[src/rtl/rx_word_align_pkg.sv]
// rtl/rx_word_align_pkg.sv - shared constants and state type for the comma aligner
package rx_word_align_pkg;

  localparam logic [7:0] K28_5          = 8'hBC;
  localparam int         FRAME_LEN_DEF  = 20;
  localparam int         LOCK_CNT_DEF   = 3;
  localparam int         UNLOCK_CNT_DEF = 4;

  typedef enum logic [1:0] {
    HUNT   = 2'd0,
    VERIFY = 2'd1,
    LOCKED = 2'd2
  } state_t;

endpackage

[src/rtl/rx_word_align_if.sv]
// rtl/rx_word_align_if.sv - raw word in / aligned word out bundle; RX_WORD_ALIGN_STATS_EN adds counters
interface rx_word_align_if;

  logic [15:0] rx_data;
  logic [1:0]  rx_charisk;
  logic [15:0] data_out;
  logic [1:0]  charisk_out;
  logic        locked;
  logic        offset;
`ifdef RX_WORD_ALIGN_STATS_EN
  logic [15:0] lock_loss_cnt;
  logic [15:0] bad_comma_cnt;
`endif

  modport master (
    output rx_data, rx_charisk,
    input  data_out, charisk_out, locked, offset
`ifdef RX_WORD_ALIGN_STATS_EN
    , input lock_loss_cnt, bad_comma_cnt
`endif
  );

  modport slave (
    input  rx_data, rx_charisk,
    output data_out, charisk_out, locked, offset
`ifdef RX_WORD_ALIGN_STATS_EN
    , output lock_loss_cnt, bad_comma_cnt
`endif
  );

endinterface

[src/rtl/rx_byte_shift.sv]
// rtl/rx_byte_shift.sv - s1 word register, per-byte K28.5 detect and byte-offset mux
module rx_byte_shift
  import rx_word_align_pkg::*;
(
  input  logic        clk_wr,
  input  logic        rst_n,
  input  logic [15:0] i_rx_data,
  input  logic [1:0]  i_rx_charisk,
  input  logic        i_sel,
  output logic        o_lo_comma,
  output logic        o_hi_comma,
  output logic [15:0] o_data,
  output logic [1:0]  o_k
);

  logic [15:0] r_s1_data;
  logic [1:0]  r_s1_k;

  always_ff @(posedge clk_wr) begin
    if (!rst_n) begin
      r_s1_data <= 16'h0000;
      r_s1_k    <= 2'b00;
    end else begin
      r_s1_data <= i_rx_data;
      r_s1_k    <= i_rx_charisk;
    end
  end

  // 2'b11 deliberately matches neither pattern
  assign o_lo_comma = (r_s1_data[7:0]  == K28_5) && (r_s1_k == 2'b01);
  assign o_hi_comma = (r_s1_data[15:8] == K28_5) && (r_s1_k == 2'b10);

  // offset 1 borrows the earlier byte of the live input to complete the word
  always_comb begin
    o_data = r_s1_data;
    o_k    = r_s1_k;
    if (i_sel) begin
      o_data = {i_rx_data[7:0], r_s1_data[15:8]};
      o_k    = {i_rx_charisk[0], r_s1_k[1]};
    end
  end

endmodule

[src/rtl/rx_word_align.sv]
// rtl/rx_word_align.sv - comma aligner and frame-lock FSM; RX_WORD_ALIGN_STATS_EN adds loss/bad counters
module rx_word_align
  import rx_word_align_pkg::*;
#(
  parameter int FRAME_LEN  = FRAME_LEN_DEF,
  parameter int LOCK_CNT   = LOCK_CNT_DEF,
  parameter int UNLOCK_CNT = UNLOCK_CNT_DEF
) (
  input  logic         clk_wr,
  input  logic         rst_n,
  rx_word_align_if.slave bus
);

  localparam int PW = $clog2(FRAME_LEN + 1);
  localparam int GW = $clog2(LOCK_CNT + 1);
  localparam int BW = $clog2(UNLOCK_CNT + 1);

  state_t      r_state, w_state_nxt;
  logic [PW-1:0] r_pos, w_pos_nxt, w_pos_inc;
  logic [GW-1:0] r_good, w_good_nxt;
  logic [BW-1:0] r_bad, w_bad_nxt;
  logic        r_offset, w_offset_nxt;
  logic [15:0] r_data_out;
  logic [1:0]  r_charisk_out, w_charisk_nxt;

  logic        w_lo_comma, w_hi_comma, w_comma, w_expected, w_good_comma;
  logic [15:0] w_aligned_data;
  logic [1:0]  w_aligned_k;

  // mux follows the next offset so the comma that is accepted is already aligned
  rx_byte_shift u_shift (
    .clk_wr       (clk_wr),
    .rst_n        (rst_n),
    .i_rx_data    (bus.rx_data),
    .i_rx_charisk (bus.rx_charisk),
    .i_sel        (w_offset_nxt),
    .o_lo_comma   (w_lo_comma),
    .o_hi_comma   (w_hi_comma),
    .o_data       (w_aligned_data),
    .o_k          (w_aligned_k)
  );

  assign w_comma      = w_lo_comma || w_hi_comma;
  assign w_expected   = (r_pos == PW'(FRAME_LEN));
  assign w_good_comma = w_comma && w_expected && (w_hi_comma == r_offset);
  assign w_pos_inc    = w_expected ? PW'(1) : r_pos + PW'(1);

  always_ff @(posedge clk_wr) begin
    if (!rst_n) begin
      r_state       <= HUNT;
      r_pos         <= '0;
      r_good        <= '0;
      r_bad         <= '0;
      r_offset      <= 1'b0;
      r_data_out    <= 16'h0000;
      r_charisk_out <= 2'b00;
    end else begin
      r_state       <= w_state_nxt;
      r_pos         <= w_pos_nxt;
      r_good        <= w_good_nxt;
      r_bad         <= w_bad_nxt;
      r_offset      <= w_offset_nxt;
      r_data_out    <= w_aligned_data;
      r_charisk_out <= w_charisk_nxt;
    end
  end

  always_comb begin
    w_state_nxt  = r_state;
    w_pos_nxt    = w_pos_inc;
    w_good_nxt   = r_good;
    w_bad_nxt    = r_bad;
    w_offset_nxt = r_offset;
    case (r_state)
      HUNT: begin
        if (w_comma) begin
          w_offset_nxt = w_hi_comma;
          w_pos_nxt    = PW'(1);
          w_good_nxt   = GW'(1);
          w_bad_nxt    = '0;
          w_state_nxt  = (LOCK_CNT == 1) ? LOCKED : VERIFY;
        end
      end
      VERIFY: begin
        if (w_good_comma) begin
          w_good_nxt = r_good + GW'(1);
          if (r_good + GW'(1) == GW'(LOCK_CNT)) begin
            w_state_nxt = LOCKED;
            w_bad_nxt   = '0;
          end
        end else if (w_expected || w_comma) begin
          w_state_nxt = HUNT;
          w_good_nxt  = '0;
        end
      end
      LOCKED: begin
        // stray commas are counted but never re-phase pos or offset
        if (w_good_comma) begin
          w_bad_nxt = '0;
        end else if (w_expected || w_comma) begin
          if (r_bad + BW'(1) == BW'(UNLOCK_CNT)) begin
            w_state_nxt = HUNT;
            w_bad_nxt   = '0;
            w_good_nxt  = '0;
          end else begin
            w_bad_nxt = r_bad + BW'(1);
          end
        end
      end
      default: begin
        w_state_nxt = HUNT;
      end
    endcase
  end

  always_comb begin
    w_charisk_nxt = 2'b00;
    if (w_state_nxt == LOCKED) begin
      w_charisk_nxt = w_aligned_k;
    end
  end

  assign bus.data_out    = r_data_out;
  assign bus.charisk_out = r_charisk_out;
  assign bus.locked      = (r_state == LOCKED);
  assign bus.offset      = r_offset;

`ifdef RX_WORD_ALIGN_STATS_EN
  logic [15:0] r_lock_loss_cnt, r_bad_comma_cnt;
  logic        w_loss_evt, w_bad_evt;

  assign w_loss_evt = (r_state == LOCKED) && (w_state_nxt == HUNT);
  assign w_bad_evt  = (r_state == LOCKED) && !w_good_comma && (w_expected || w_comma);

  always_ff @(posedge clk_wr) begin
    if (!rst_n) begin
      r_lock_loss_cnt <= 16'h0000;
      r_bad_comma_cnt <= 16'h0000;
    end else begin
      if (w_loss_evt && (r_lock_loss_cnt != 16'hFFFF)) begin
        r_lock_loss_cnt <= r_lock_loss_cnt + 16'h0001;
      end
      if (w_bad_evt && (r_bad_comma_cnt != 16'hFFFF)) begin
        r_bad_comma_cnt <= r_bad_comma_cnt + 16'h0001;
      end
    end
  end

  assign bus.lock_loss_cnt = r_lock_loss_cnt;
  assign bus.bad_comma_cnt = r_bad_comma_cnt;
`endif

endmodule
[src/flat_wrapper.sv]
// flat-port wrapper written by rule: the top's interface ports become plain ports
module rx_word_align_flat import rx_word_align_pkg::*;
#(
  parameter int FRAME_LEN  = FRAME_LEN_DEF,
  parameter int LOCK_CNT   = LOCK_CNT_DEF,
  parameter int UNLOCK_CNT = UNLOCK_CNT_DEF
)
  (clk_wr, rst_n, bus_rx_data, bus_rx_charisk, bus_data_out, bus_charisk_out, bus_locked, bus_offset);
  rx_word_align_if bus_i ();
  input  logic clk_wr;
  input  logic rst_n;
  input wire logic [$bits(bus_i.rx_data)-1:0] bus_rx_data;
  input wire logic [$bits(bus_i.rx_charisk)-1:0] bus_rx_charisk;
  output wire logic [$bits(bus_i.data_out)-1:0] bus_data_out;
  output wire logic [$bits(bus_i.charisk_out)-1:0] bus_charisk_out;
  output wire logic [$bits(bus_i.locked)-1:0] bus_locked;
  output wire logic [$bits(bus_i.offset)-1:0] bus_offset;
  assign bus_i.rx_data = bus_rx_data;
  assign bus_i.rx_charisk = bus_rx_charisk;
  assign bus_data_out = bus_i.data_out;
  assign bus_charisk_out = bus_i.charisk_out;
  assign bus_locked = bus_i.locked;
  assign bus_offset = bus_i.offset;
  rx_word_align #(.FRAME_LEN(FRAME_LEN), .LOCK_CNT(LOCK_CNT), .UNLOCK_CNT(UNLOCK_CNT)) u_core (.clk_wr(clk_wr), .rst_n(rst_n), .bus(bus_i));
endmodule
[config.mk]
export PLATFORM = sky130hd
export DESIGN_NAME = rx_word_align_flat
export DESIGN_NICKNAME = d
export VERILOG_FILES = /design/src/rtl/rx_word_align_pkg.sv /design/src/rtl/rx_word_align_if.sv /design/src/rtl/rx_byte_shift.sv /design/src/rtl/rx_word_align.sv /design/src/flat_wrapper.sv
export SDC_FILE = /design/constraint.sdc
export NUM_CORES = 1
export LEC_CHECK = 0
export CAP_MARGIN = 20
export CORE_MARGIN = 4
export CORE_UTILIZATION = 40
export CTS_CLUSTER_DIAMETER = 80
export CTS_CLUSTER_SIZE = 30
export DETAILED_ROUTE_END_ITERATION = 16
export SLEW_MARGIN = 20
export SYNTH_ARGS = -nofsm -noshare
export SYNTH_HDL_FRONTEND = slang
export SYNTH_SLANG_ARGS = --single-unit
[constraint.sdc]
create_clock -name clk_wr -period 2.7 [get_ports clk_wr]
set_input_delay 0.675 -clock clk_wr [delete_from_list [all_inputs] [get_ports clk_wr]]
set_output_delay 0.675 -clock clk_wr [all_outputs]
set_load 0.01 [all_outputs]
# After elaboration in Yosys (flattened, before gate mapping)
# Cells that the tools add are included.
[op_classes]
n_addsub = 3
multipliers = 0
div_mod_pow = 0
magnitude_cmp = 0
eq_ne = 19
n_shift = 0
mux = 29
n_bitwise = 0
n_reduce_logical = 11
[op_table]
columns = ["cell", "count"]
rows = [
  ["$mux W2", 14],
  ["$mux W3", 6],
  ["$eq A8 B8 Y1 const B", 2],
  ["$mux W16", 1],
  ["$mux W5", 3],
  ["$pmux W2 S3", 2],
  ["$ne A2 B1 Y1 const B", 5],
  ["$pmux W3 S3", 1],
  ["$eq A2 B2 Y1 const B", 4],
  ["$ne A3 B1 Y1 const B", 2],
  ["$reduce_and A6 Y1", 1],
  ["$add A5 B1 Y5 const B", 1],
  ["$eq A5 B5 Y1 const B", 1],
  ["$reduce_and A5 Y1", 1],
  ["$eq A2 B1 Y1 const B", 2],
  ["$logic_and A1 B1 Y1", 4],
  ["$add A3 B1 Y3 const B", 1],
  ["$eq A3 B3 Y1 const B", 1],
  ["$reduce_bool A3 Y1", 1],
  ["$add A2 B1 Y2 const B", 1],
  ["$logic_not A2 Y1", 1],
  ["$logic_or A1 B1 Y1", 2],
  ["$mux W1", 2],
  ["$ne A2 B2 Y1 const B", 1],
  ["other kinds (2)", 2],
]
[totals]
reg_bits = 49
latch_bits = 0
ram_bits = 0
rom_bits = 0
input_bits = 20
out_inout_bits = 20
memories = 0

# Longest topological paths before layout
# Gate-level depths: netlist (run 1).
[depth]
ltp_word = 9
mapped_depth = 8

# Cells and area by module
# A second synthesis (run 1) with hierarchy kept.
[hier_totals]
hier_cells = 195
area_unflattened_um2 = 2099.5
[modules_own_cells]
columns = ["module", "n_inst", "cells_each", "area_each_um2"]
rows = [
  ["rx_word_align", 1, 132, 1303.8],
  ["rx_byte_shift", 1, 63, 795.8],
]

# Worst setup path after synthesis (run 1)
# No wires, ideal clock.
[synth_timing]
path_kind = "register to register"
from = "register u_core.u_shift.r_s1_k[0]"
to = "register u_core.r_bad[2]"
setup_ns = 0.117
arrival_time_ns = 1.896
t_required_ns = 2.583
slack_ns = 0.687
stages_incl_launch_ff = 7
cell_sequence = "dfxtp_1 -> or4b_4 -> nor4_4 -> o21bai_2 -> a2111oi_4 -> o31a_1 -> o21ai_1"
[synth_via]
elab_chain_cells = 7
word_cells_on_any_way = 15
cone_classes = "eq/ne (6); mux (2); reduce/logical (7)"
[synth_lines]
columns = ["element", "line", "text"]
rows = [
  ["start, declared", "rx_byte_shift.sv:17", "logic [1:0] r_s1_k;"],
  ["start signal, assigned", "rx_byte_shift.sv:25", "r_s1_k <= i_rx_charisk;"],
  ["$eq A2 B1 Y1 / $eq A2 B2 Y1 (equally long branches)", "rx_byte_shift.sv:30, rx_byte_shift.sv:31", ""],
  ["$logic_and A1 B1 Y1, on equally long branches", "rx_byte_shift.sv:30, rx_byte_shift.sv:31", ""],
  ["$logic_or A1 B1 Y1", "rx_word_align.sv:43", "assign w_comma = w_lo_comma || w_hi_comma;"],
  ["$logic_and A1 B1 Y1 (2 in a row)", "rx_word_align.sv:45", "assign w_good_comma = w_comma && w_expected && (w_hi_comma == r_offset);"],
  ["$ne A3 B1 Y1 (no line) (tied with other cells)", "-", ""],
  ["$reduce_and A5 Y1 (no line) / $pmux W3 S3 (equally long branches)", "-", ""],
  ["end signal, assigned", "rx_word_align.sv:61", "r_bad <= w_bad_nxt;"],
  ["end, declared", "rx_word_align.sv:21", "logic [BW-1:0] r_bad, w_bad_nxt;"],
]
# Parallel ways exist; a longest one is shown, timed or not.
# A chain may end at the register's enable or synchronous reset.

# Final worst setup path (run 1)
[layout_timing]
from = "register u_core.r_state[0]"
to = "output port bus_locked"
[layout_via]
elab_chain_cells = 1
[layout_lines]
columns = ["element", "line", "text"]
rows = [
  ["start, declared", "rx_word_align.sv:18", "state_t r_state, w_state_nxt;"],
  ["start signal, assigned", "rx_word_align.sv:58", "r_state <= w_state_nxt;"],
  ["$eq A2 B2 Y1", "rx_word_align.sv:125", "assign bus.locked = (r_state == LOCKED);"],
  ["end, declared", "flat_wrapper.sv:16", "output wire logic [$bits(bus_i.locked)-1:0] bus_locked;"],
]
# No other way between the ends.

==> results.sh, run 1 <==
export IMPL_p_per_area_nw_per_um2=528
export IMPL_ys_warnings_count=0
export IMPL_drtIter0Drc=47
export IMPL_critical_path_required_ns=2.03
export IMPL_finalHoldViolCount=0
export IMPL_fmax_ghz=0.424
export IMPL_drtAntennaViolNets=0
export IMPL_post_synth_top_area_fraction_pct=47.9
export IMPL_wire_per_inst_um=13.0
export IMPL_final_max_slew_viol_count=0
export IMPL_cts_sinks=49
export IMPL_wire_length_of_the_first_global_routing_pass_um=6640
export IMPL_fin_setup_tns_ns=0
export IMPL_crit_reg2reg_capture="u_core.bus.charisk_out[1]"
export IMPL_cts_hold_fix_buffers=0
export IMPL_seqPwrFrac_pct=55.2
export IMPL_height_of_the_chip_um=79.6
export IMPL_pre_cts_slack_ns=0.538
export IMPL_post_cts_repair_setup_buffers=0
export IMPL_start_point_of_the_critical_path="u_core.r_state[0]"
export IMPL_cts_htree_levels=2
export IMPL_grt_max_degree=24
export IMPL_antenna_cells_inserted=0
export IMPL_power_share_switching_pct=21.3
export IMPL_synth_lib_cells_used_distinct=45
export IMPL_cp_end_kind="output port"
export IMPL_r2r_cells=6
export IMPL_netlist_top_cells_area="dfxtp_1 (48%), mux2i_1 (7.8%), and2_1 (5.5%)"
export IMPL_latest_clock_arrival_within_the_worst_skew_pair_ns=0.30
export IMPL_cts_repair_resize_count=0
export IMPL_hold_class="flip-flop to flip-flop"
export IMPL_cts_reportedPaths_clkPinSlew_ns=0.08
export IMPL_p_comb_share_pct=7.3
export IMPL_drc_errors=0
export IMPL_share_of_layout_cells_above_drive_strength_1_pct=8.20
export IMPL_run_status="finished clean"
export IMPL_floorplan_die_area_um2=6330
export IMPL_gp_congestion=0.838
export IMPL_final_min_period_over_clock_period_pct=87.4
export IMPL_worstSetupPathType="flip-flop to output port"
export IMPL_finalSetupViolations=0
export IMPL_cell_area_after_synthesis_um2=2050
export IMPL_ys_seq_area_share_pct=47.9
export IMPL_slew_headroom_pct=64.4
export IMPL_kind_of_start_point_of_the_critical_path="flip-flop"
export IMPL_root_buffer="clkbuf_8"
export IMPL_core_rowCount=25
export IMPL_holdWs_ns=0.467
export IMPL_grt_pass1_vias=1425
export IMPL_clock_power_share_pct=37.4
export IMPL_post_dp_hpwl_um=2960
export IMPL_grt_setup_unrepaired="no"
export IMPL_report_power_total_uw=1390
export IMPL_regToRegSetupSlack_ns=0.50
export IMPL_synthArstFlopShare_pct=0
export IMPL_wl_um=4040
export IMPL_most_used_dff_post_synth="dfxtp_1"
export IMPL_cts_made_buffers=5
export IMPL_crit_path_max_fanout=9
export IMPL_drv_cap=0
export IMPL_initial_utilization_pct=42.3
export IMPL_utilization_pct=54.1
export IMPL_worst_pin_slew_ns=0.529
export IMPL_reg2reg_from="u_core.u_shift.r_s1_data[2]"
export IMPL_grt_ovfl_total=0
export IMPL_synth_seq_cells=49
export IMPL_tritoncts="done"
export IMPL_io_buffer_count=39
export IMPL_peakVddDrop_uv=253
export IMPL_fin_nets=272
export IMPL_internal_power_uw=1090
export IMPL_synth_enable_flop_cells=0
export IMPL_detailroute_via_count=1483
export IMPL_detail_route_vias_per_cell=4.77
export IMPL_number_of_antenna_violations_at_the_first_check_in_global_routing=0
export IMPL_net_count_after_synthesis=230
export IMPL_groute_usage_overall_pct=13.5
export IMPL_final_critical_path_setup_slack_ns=0.341
export IMPL_die_w_um=79.6
export IMPL_switchingPower_uw=296
export IMPL_max_clock_path_buffers=2
export IMPL_capture_point_of_the_critical_path="bus_locked"
export IMPL_static_leakage_power_uw=0.000999
export IMPL_fin_crit_ns=2.36
export IMPL_drt_pre_antenna_iters=4
export IMPL_worstPathArrival_ns=1.68
export IMPL_synth_top_area_cell="dfxtp_1"
export IMPL_io_pins=40
export IMPL_postSynthCellCount=201
export IMPL_worst_clock_skew_ns=0.00528
export IMPL_core_box_area_um2=4850
export IMPL_syn_mean_instance_area_um2=10.2
export IMPL_areaGrowthSynthToFinish_pct=28.1
worst min-delay path by stage:
stage | start | endpoint | slack [ns] | cells past startpoint
floorplan | u_core.r_good[1] | u_core.r_good[1] | 0.44 | 2
finish | u_core.r_good[1] | u_core.r_good[1] | 0.47 | 2
global route | u_core.r_good[1] | u_core.r_good[1] | 0.49 | 2
detailed placement | u_core.r_good[1] | u_core.r_good[1] | 0.45 | 2
global placement | u_core.r_good[1] | u_core.r_good[1] | 0.45 | 2
CTS | u_core.r_good[1] | u_core.r_good[1] | 0.47 | 2
layer usage:
layer | track usage [%] | vias to the layer above | wire length, um
met3 | 3.72 | 4 | 175
met4 | 4.12 | 0 | 49
met2 | 20.8 | 28 | 1770
li1 | - | 777 | -
met1 | 18.2 | 674 | 2050
met5 | 0 | - | 0
metrics by stage:
| step | cells | area [um2] |
|---|---|---|
| floorplan | 201 | 2050 |
| global route | 311 | 2630 |
| detailed placement | 303 | 2510 |
| CTS | 311 | 2630 |
| global placement | 303 | 2510 |
| finish | 311 | 2630 |
cells by family (layout without fill, tap and decap cells):
kind of cell / after synthesis / in the layout / share of synthesized area [%]
buffers and inverters: 15 / 58 / 2.93
AND/OR/NAND/NOR: 84 / 84 / 24.4
flip-flops: 49 / 49 / 47.9
AO/OA/AOI/OAI: 24 / 24 / 9.77
XOR/XNOR: 4 / 4 / 1.71
multiplexers: 16 / 16 / 7.81
adder cells (fa/ha/maj): 9 / 9 / 5.49
critical path, cell delays in order, from the launching register on:
cell and delay (ns):
dfxtp_1 0.33, inv_1 0.11, ha_1 0.35, clkdlybuf4s50_1 0.60
power groups by stage:
stage               combinational [uW]  sequential, uW  clock [uW]
floorplan                         39.7             784           0
global placement                   104             783           0
detailed placement                 103             782           0
CTS                                104             766         532
global route                       112             770         554
finish                             102             765         519
final cells by class:
type / instances / area [um2]
multi-input combinational: 137 / 1010
inverter: 9 / 33.8
timing repair buffer: 41 / 405
tap: 67 / 83.8
fill: 457 / 2220
sequential: 49 / 981
clock inverter: 3 / 43.8
clock buffer: 5 / 68.8
sequential cells by signal, indices dropped and copies added (netlist names):
name / cells
u_core.u_shift.r_s1_data: 16
u_core.bus.offset: 1
u_core.bus.charisk_out: 2
u_core.r_pos: 5
u_core.r_bad: 3
u_core.u_shift.r_s1_k: 2
u_core.r_state: 2
u_core.bus.data_out: 16
u_core.r_good: 2
cell usage in the layout (no fill, tap or decap), drive strengths merged, types with 2 or more instances in the layout:
master,synthesis,final
nor3,3,3
inv,9,10
nand2b,4,4
or2,2,2
nor2,24,24
o31a,2,2
nor2b,2,2
nand3,5,5
nand4b,2,2
dfxtp,49,49
a22oi,2,2
ha,9,9
buf,1,2
nand2,7,7
o21ai,3,3
mux2i,16,16
and2,18,18
nand4,3,3
nor3b,3,3
clkdlybuf4s50,0,39
clkbuf,5,5
a21oi,5,5
nor4,3,3
xor2,3,3
and3,2,2
a31oi,2,2
a221o,2,2
synth_stat cells (2+ instances only):
master and instances:
o21ai_0 2, nand4_1 3, a21oi_1 5, nor3_1 2, nor4_1 2, nand2_1 6, or2_2 2, inv_1 9
a31oi_1 2, mux2i_1 16, and2_1 18, nor2_1 24, dfxtp_1 49, xor2_1 3, nand4b_1 2, a221o_1 2
nor2b_1 2, o31a_1 2, nand3_1 5, clkbuf_1 5, and3_1 2, a22oi_1 2, nor3b_1 3, ha_1 9
nand2b_1 4
No activity file was read; power rests on OpenSTA's default activity.
==> inputs of run 2 (changes only) <==
==> constraint.sdc (replaced) <==
create_clock -name clk_wr -period 2.66 [get_ports clk_wr]
set_input_delay 0.665 -clock clk_wr [delete_from_list [all_inputs] [get_ports clk_wr]]
set_output_delay 0.665 -clock clk_wr [all_outputs]
set_load 0.005 [all_outputs]
==> results.sh, run 2 (synthesis gave the netlist of run 1 again) <==
export IMPL_crit_path_cell_trace="inv_1, ha_1, clkdlybuf4s50_1"
export IMPL_switchingPower_uw=288
export IMPL_fin_setup_tns_ns=0
export IMPL_io_buffer_count=39
export IMPL_use_met2_pct=22.5
export IMPL_fin_crit_ns=2.32
export IMPL_wire_length_of_the_first_global_routing_pass_um=6860
export IMPL_cpMaxStageDelayCell="clkdlybuf4s50_1"
export IMPL_cts_sinks=49
export IMPL_die_w_um=79.6
export IMPL_cp_end_kind="output port"
export IMPL_max_clock_path_buffers=2
export IMPL_number_of_antenna_violations_at_the_first_check_in_global_routing=0
export IMPL_fin_nets=272
export IMPL_post_dp_hpwl_um=3030
export IMPL_grt_pass1_vias=1539
export IMPL_postPlaceCellArea_um2=2510
export IMPL_latest_clock_arrival_within_the_worst_skew_pair_ns=0.29
export IMPL_critical_path_required_ns=2.00
export IMPL_drc_errors=0
export IMPL_drt_pre_antenna_iters=5
export IMPL_floorplan_die_area_um2=6330
export IMPL_static_leakage_power_uw=0.000978
export IMPL_power_share_switching_pct=22.2
export IMPL_drv_cap=0
export IMPL_post_cts_repair_setup_buffers=0
export IMPL_antenna_cells_inserted=0
export IMPL_worst_path_largest_cell_delay_ns=0.57
export IMPL_final_min_period_over_clock_period_pct=87.2
export IMPL_clock_power_share_pct=32.4
export IMPL_grt_busiest_layer="met2"
export IMPL_io_pins=40
export IMPL_internal_power_uw=1010
export IMPL_regToRegSetupSlack_ns=0.48
export IMPL_final_max_slew_viol_count=0
export IMPL_worst_clock_skew_ns=0.00620
export IMPL_wl_um=4090
export IMPL_kind_of_start_point_of_the_critical_path="flip-flop"
export IMPL_worst_pin_slew_ns=0.516
export IMPL_met3_layer_usage_reported_by_global_route_pct=2.93
export IMPL_gp_congestion=0.821
export IMPL_finalHoldViolCount=0
export IMPL_grt_max_degree=24
export IMPL_wire_per_inst_um=13.1
export IMPL_cts_made_buffers=5
export IMPL_areaGrowthSynthToFinish_pct=26.9
export IMPL_crit_path_max_fanout=9
export IMPL_finalSetupViolations=0
export IMPL_gr_usage_met1_pct=18.1
export IMPL_cts_hold_fix_buffers=0
export IMPL_root_buffer="clkbuf_8"
export IMPL_core_box_area_um2=4850
export IMPL_groute_usage_overall_pct=13.8
export IMPL_slew_headroom_pct=65.5
export IMPL_layout_common_cells="dfxtp_1 (49), clkdlybuf4s50_1 (39), nor2_1 (24), and2_1 (18), mux2i_1 (16)"
export IMPL_cts_repair_resize_count=0
export IMPL_core_rowCount=25
export IMPL_final_common_cell="dfxtp_1"
export IMPL_grt_ovfl_total=0
export IMPL_p_comb_share_pct=7.7
export IMPL_final_area_um2=2600
export IMPL_drtIter0Drc=75
export IMPL_run_status="finished clean"
export IMPL_tritoncts="done"
export IMPL_drtAntennaViolNets=0
export IMPL_peakVddDrop_uv=369
export IMPL_seqPwrFrac_pct=59.9
export IMPL_detail_route_vias_per_cell=4.94
export IMPL_height_of_the_chip_um=79.6
export IMPL_cts_reportedPaths_clkPinSlew_ns=0.08
export IMPL_worstPathArrival_ns=1.65
export IMPL_fillerInstances=461
export IMPL_fmax_ghz=0.431
export IMPL_worstSetupPathType="flip-flop to output port"
export IMPL_detailroute_via_count=1536
export IMPL_p_per_area_nw_per_um2=499
export IMPL_initial_utilization_pct=42.3
export IMPL_grt_setup_unrepaired="no"
export IMPL_hold_class="flip-flop to flip-flop"
export IMPL_share_of_layout_cells_above_drive_strength_1_pct=7.79
export IMPL_cts_htree_levels=2
run 2: power by group through the flow:
| stage | logic [uW] | registers, uW | clock network, uW |
|---|---|---|---|
| after floorplan | 40.3 | 792 | 0 |
| after global placement | 101 | 794 | 0 |
| after detailed placement | 101 | 795 | 0 |
| after CTS | 102 | 778 | 440 |
| after global routing | 112 | 782 | 470 |
| final | 99.8 | 778 | 421 |
run 2: layer usage:
layer  vias up  part of all wire [%]  wire length [um]
li1        784                     -                 -
met3         2                   4.2               172
met4         0                  0.88                36
met2        38                    45              1840
met5         -                     0                 0
met1       712                    50              2040
run 2: stage by stage:
stage,utilization [%],total power [uW],worst slack (ns),std cells,hold slack (ns)
4_1_cts,53.6,1320,0.310,311,0.468
3_3_place_gp,51.8,895,0.538,303,0.450
6_report,53.6,1300,0.341,311,0.462
3_5_place_dp,51.8,896,0.489,303,0.455
5_1_grt,53.6,1360,0.208,311,0.492
2_1_floorplan,-,832,0.647,201,0.438
run 2: final cells by class:
type | count | area (um2) | share of cell area, %
sequential | 49 | 981 | 37.7
clock inverter | 2 | 15.0 | 0.577
inverter | 9 | 33.8 | 1.30
timing repair buffer | 41 | 405 | 15.6
tap | 67 | 83.8 | 3.22
multi-input combinational | 137 | 1010 | 38.8
clock buffer | 6 | 72.6 | 2.79
run 2: worst paths after layout:
path	cells past startpoint	end	start
hold reg to reg	2	u_core.r_good[1]	u_core.r_good[1]
setup / recovery	3	bus_locked	u_core.r_state[0]
setup reg to reg	6	u_core.r_bad[1]	u_core.u_shift.r_s1_k[0]
hold / removal	2	u_core.r_good[1]	u_core.r_good[1]
run 2: worst max-delay path, delay by kind of cell, from the launching register on:
kind / cells / cell delay [ns]
flip-flops: 1 / 0.33
adder cells (fa/ha/maj): 1 / 0.36
buffers and inverters: 2 / 0.68
==> inputs of run 3 (changes only) <==
- PLACE_DENSITY: default -> 0.67
- clock period: 2.66 -> 1.9 ns (I/O delays scaled with it)
==> results.sh, run 3 (synthesis gave the netlist of run 1 again) <==
export IMPL_die_w_um=79.6
export IMPL_static_leakage_power_uw=0.00124
export IMPL_wire_per_inst_um=14.0
export IMPL_final_max_slew_viol_count=0
export IMPL_drt_pre_antenna_iters=5
export IMPL_groute_usage_overall_pct=16.7
export IMPL_drv_cap=0
export IMPL_worst_clock_skew_ns=0.00488
export IMPL_fin_nets=312
export IMPL_floorplan_die_area_um2=6330
export IMPL_areaGrowthSynthToFinish_pct=48.6
export IMPL_cts_sinks=49
export IMPL_post_dp_hpwl_um=3530
export IMPL_tritoncts="done"
export IMPL_utilization_pct=62.8
export IMPL_kind_of_start_point_of_the_critical_path="flip-flop"
export IMPL_finalSetupViolations=26
export IMPL_detail_route_vias_per_cell=4.91
export IMPL_regToRegSetupSlack_ns=-0.24
export IMPL_final_min_period_over_clock_period_pct=113
export IMPL_fin_setup_tns_ns=-3.72
export IMPL_core_rowCount=25
export IMPL_drtIter0Drc=92
export IMPL_critical_path_required_ns=2.12
export IMPL_clock_power_share_pct=36.8
export IMPL_cts_made_buffers=5
export IMPL_initial_utilization_pct=42.3
export IMPL_hold_class="flip-flop to flip-flop"
export IMPL_wl_um=4920
export IMPL_wire_length_of_the_first_global_routing_pass_um=8180
export IMPL_cts_htree_levels=2
export IMPL_number_of_antenna_violations_at_the_first_check_in_global_routing=0
export IMPL_grt_ovfl_total=0
export IMPL_antenna_cells_inserted=0
export IMPL_final_critical_path_setup_slack_ns=-0.244
export IMPL_peakVddDrop_uv=465
export IMPL_internal_power_uw=1570
export IMPL_r2r_cells=6
export IMPL_total_instance_count_after_detailed_placement=335
export IMPL_p_comb_share_pct=8.7
export IMPL_seqPwrFrac_pct=54.5
export IMPL_worstPathArrival_ns=2.36
export IMPL_start_point_of_the_critical_path="u_core.u_shift.r_s1_k[0]"
export IMPL_slew_headroom_pct=65.8
export IMPL_p_per_area_nw_per_um2=654
export IMPL_latest_clock_arrival_within_the_worst_skew_pair_ns=0.30
export IMPL_io_buffer_count=39
export IMPL_detailroute_via_count=1725
export IMPL_cts_hold_fix_buffers=0
export IMPL_final_common_cell="dfxtp_1"
export IMPL_layout_common_cells="dfxtp_1 (48), clkdlybuf4s50_1 (38), buf_4 (35), nor2_1 (23), and2_1 (18)"
export IMPL_final_area_um2=3050
export IMPL_height_of_the_chip_um=79.6
export IMPL_grt_max_degree=24
export IMPL_non_filler_instance_count_after_layout=351
export IMPL_fin_crit_ns=2.14
export IMPL_max_clock_path_buffers=2
export IMPL_grt_setup_unrepaired="yes"
export IMPL_cts_reportedPaths_clkPinSlew_ns=0.08
export IMPL_core_box_area_um2=4850
export IMPL_fmax_ghz=0.466
export IMPL_drtAntennaViolNets=0
export IMPL_grt_pass1_vias=1707
export IMPL_violations="setup timing"
export IMPL_root_buffer="clkbuf_8"
export IMPL_crit_path_max_fanout=4
export IMPL_cp_end_kind="flip-flop"
export IMPL_power_share_switching_pct=21.1
export IMPL_capture_point_of_the_critical_path="u_core.bus.charisk_out[1]"
export IMPL_switchingPower_uw=421
export IMPL_io_pins=40
export IMPL_worst_pin_slew_ns=0.508
export IMPL_drc_errors=0
export IMPL_worstSetupPathType="flip-flop to flip-flop"
export IMPL_gp_congestion=0.870
export IMPL_share_of_layout_cells_above_drive_strength_1_pct=25.0
export IMPL_fillerInstances=393
export IMPL_crit_reg2reg_capture="u_core.bus.charisk_out[1]"
export IMPL_postPlaceCellArea_um2=2770
export IMPL_reg2reg_from="u_core.u_shift.r_s1_k[0]"
export IMPL_finalHoldViolCount=0
export IMPL_run_status="finished with violations"
## run 3: cell types whose count changed in the layout (fill, tap and decap cells not counted), moves of 2 or more
cell and change:
buf_12 +2, buf_4 +33, buf_6 +4, clkinvlp_4 -2, mux2i_1 -2, mux2i_2 +2
## run 3: worst min-delay path by stage
stage	slack, ns	to	start	depth (start not counted)
final	0.47	u_core.r_good[1]	u_core.r_good[1]	2
after CTS	0.47	u_core.r_good[1]	u_core.r_good[1]	2
after global placement	0.45	u_core.r_good[1]	u_core.r_good[1]	2
after floorplan	0.44	u_core.r_good[1]	u_core.r_good[1]	2
after detailed placement	0.46	u_core.r_good[1]	u_core.r_good[1]	2
after global routing	0.50	u_core.r_good[1]	u_core.r_good[1]	2
## run 3: timing repair
| action | 4_1_cts | 5_1_grt |
|---|---|---|
| pin swaps | 4 | 7 |
| endpoints found under the setup margin | 23 | 32 |
| cloned | 1 | 0 |
| resized for setup | 15 | 7 |
| buffers inserted | 5 | 2 |
## run 3: routing by layer
metal  wire (um)  GRT usage [%]  vias to the layer above
met4          93           7.73                        0
met2        2350           26.0                       44
met1        2230           21.7                      812
met3         247           4.29                        7
li1            -              -                      862
met5           0              0                        -
## run 3: final cells by class
type	instances	area (um2)	share of cell area [%]
inverters	9	33.8	1.11
clock buffers	6	72.6	2.38
clock inverters	2	38.8	1.27
flip-flops and latches	49	982	32.3
multi-input cells	137	1070	35.0
well taps	67	83.8	2.75
repair buffers	81	768	25.2
## run 3: power groups by stage
stage	Sequential (uW)	Clock (uW)	Combinational, uW
6_report	1080	733	173
5_1_grt	1090	807	190
4_1_cts	1080	756	173
3_5_place_dp	1110	0	172
3_3_place_gp	1110	0	170
2_1_floorplan	1110	0	56.5
## run 3: stage by stage
| stage | power, uW | hold slack [ns] | setup WS (ns) |
|---|---|---|---|
| floorplan | 1160 | 0.438 | -0.0890 |
| global placement | 1280 | 0.452 | -0.114 |
| detailed placement | 1280 | 0.458 | -0.171 |
| CTS | 2010 | 0.472 | -0.198 |
| global route | 2090 | 0.499 | -0.358 |
| finish | 1990 | 0.467 | -0.244 |
## run 3: critical path, stage by stage (launching register included)
cell	delay (ns)
dfxtp_2	0.33
or4b_4	0.57
nor3_4	0.23
nor3b_1	0.08
o22a_1	0.23
o31a_1	0.36
nor4_2	0.26
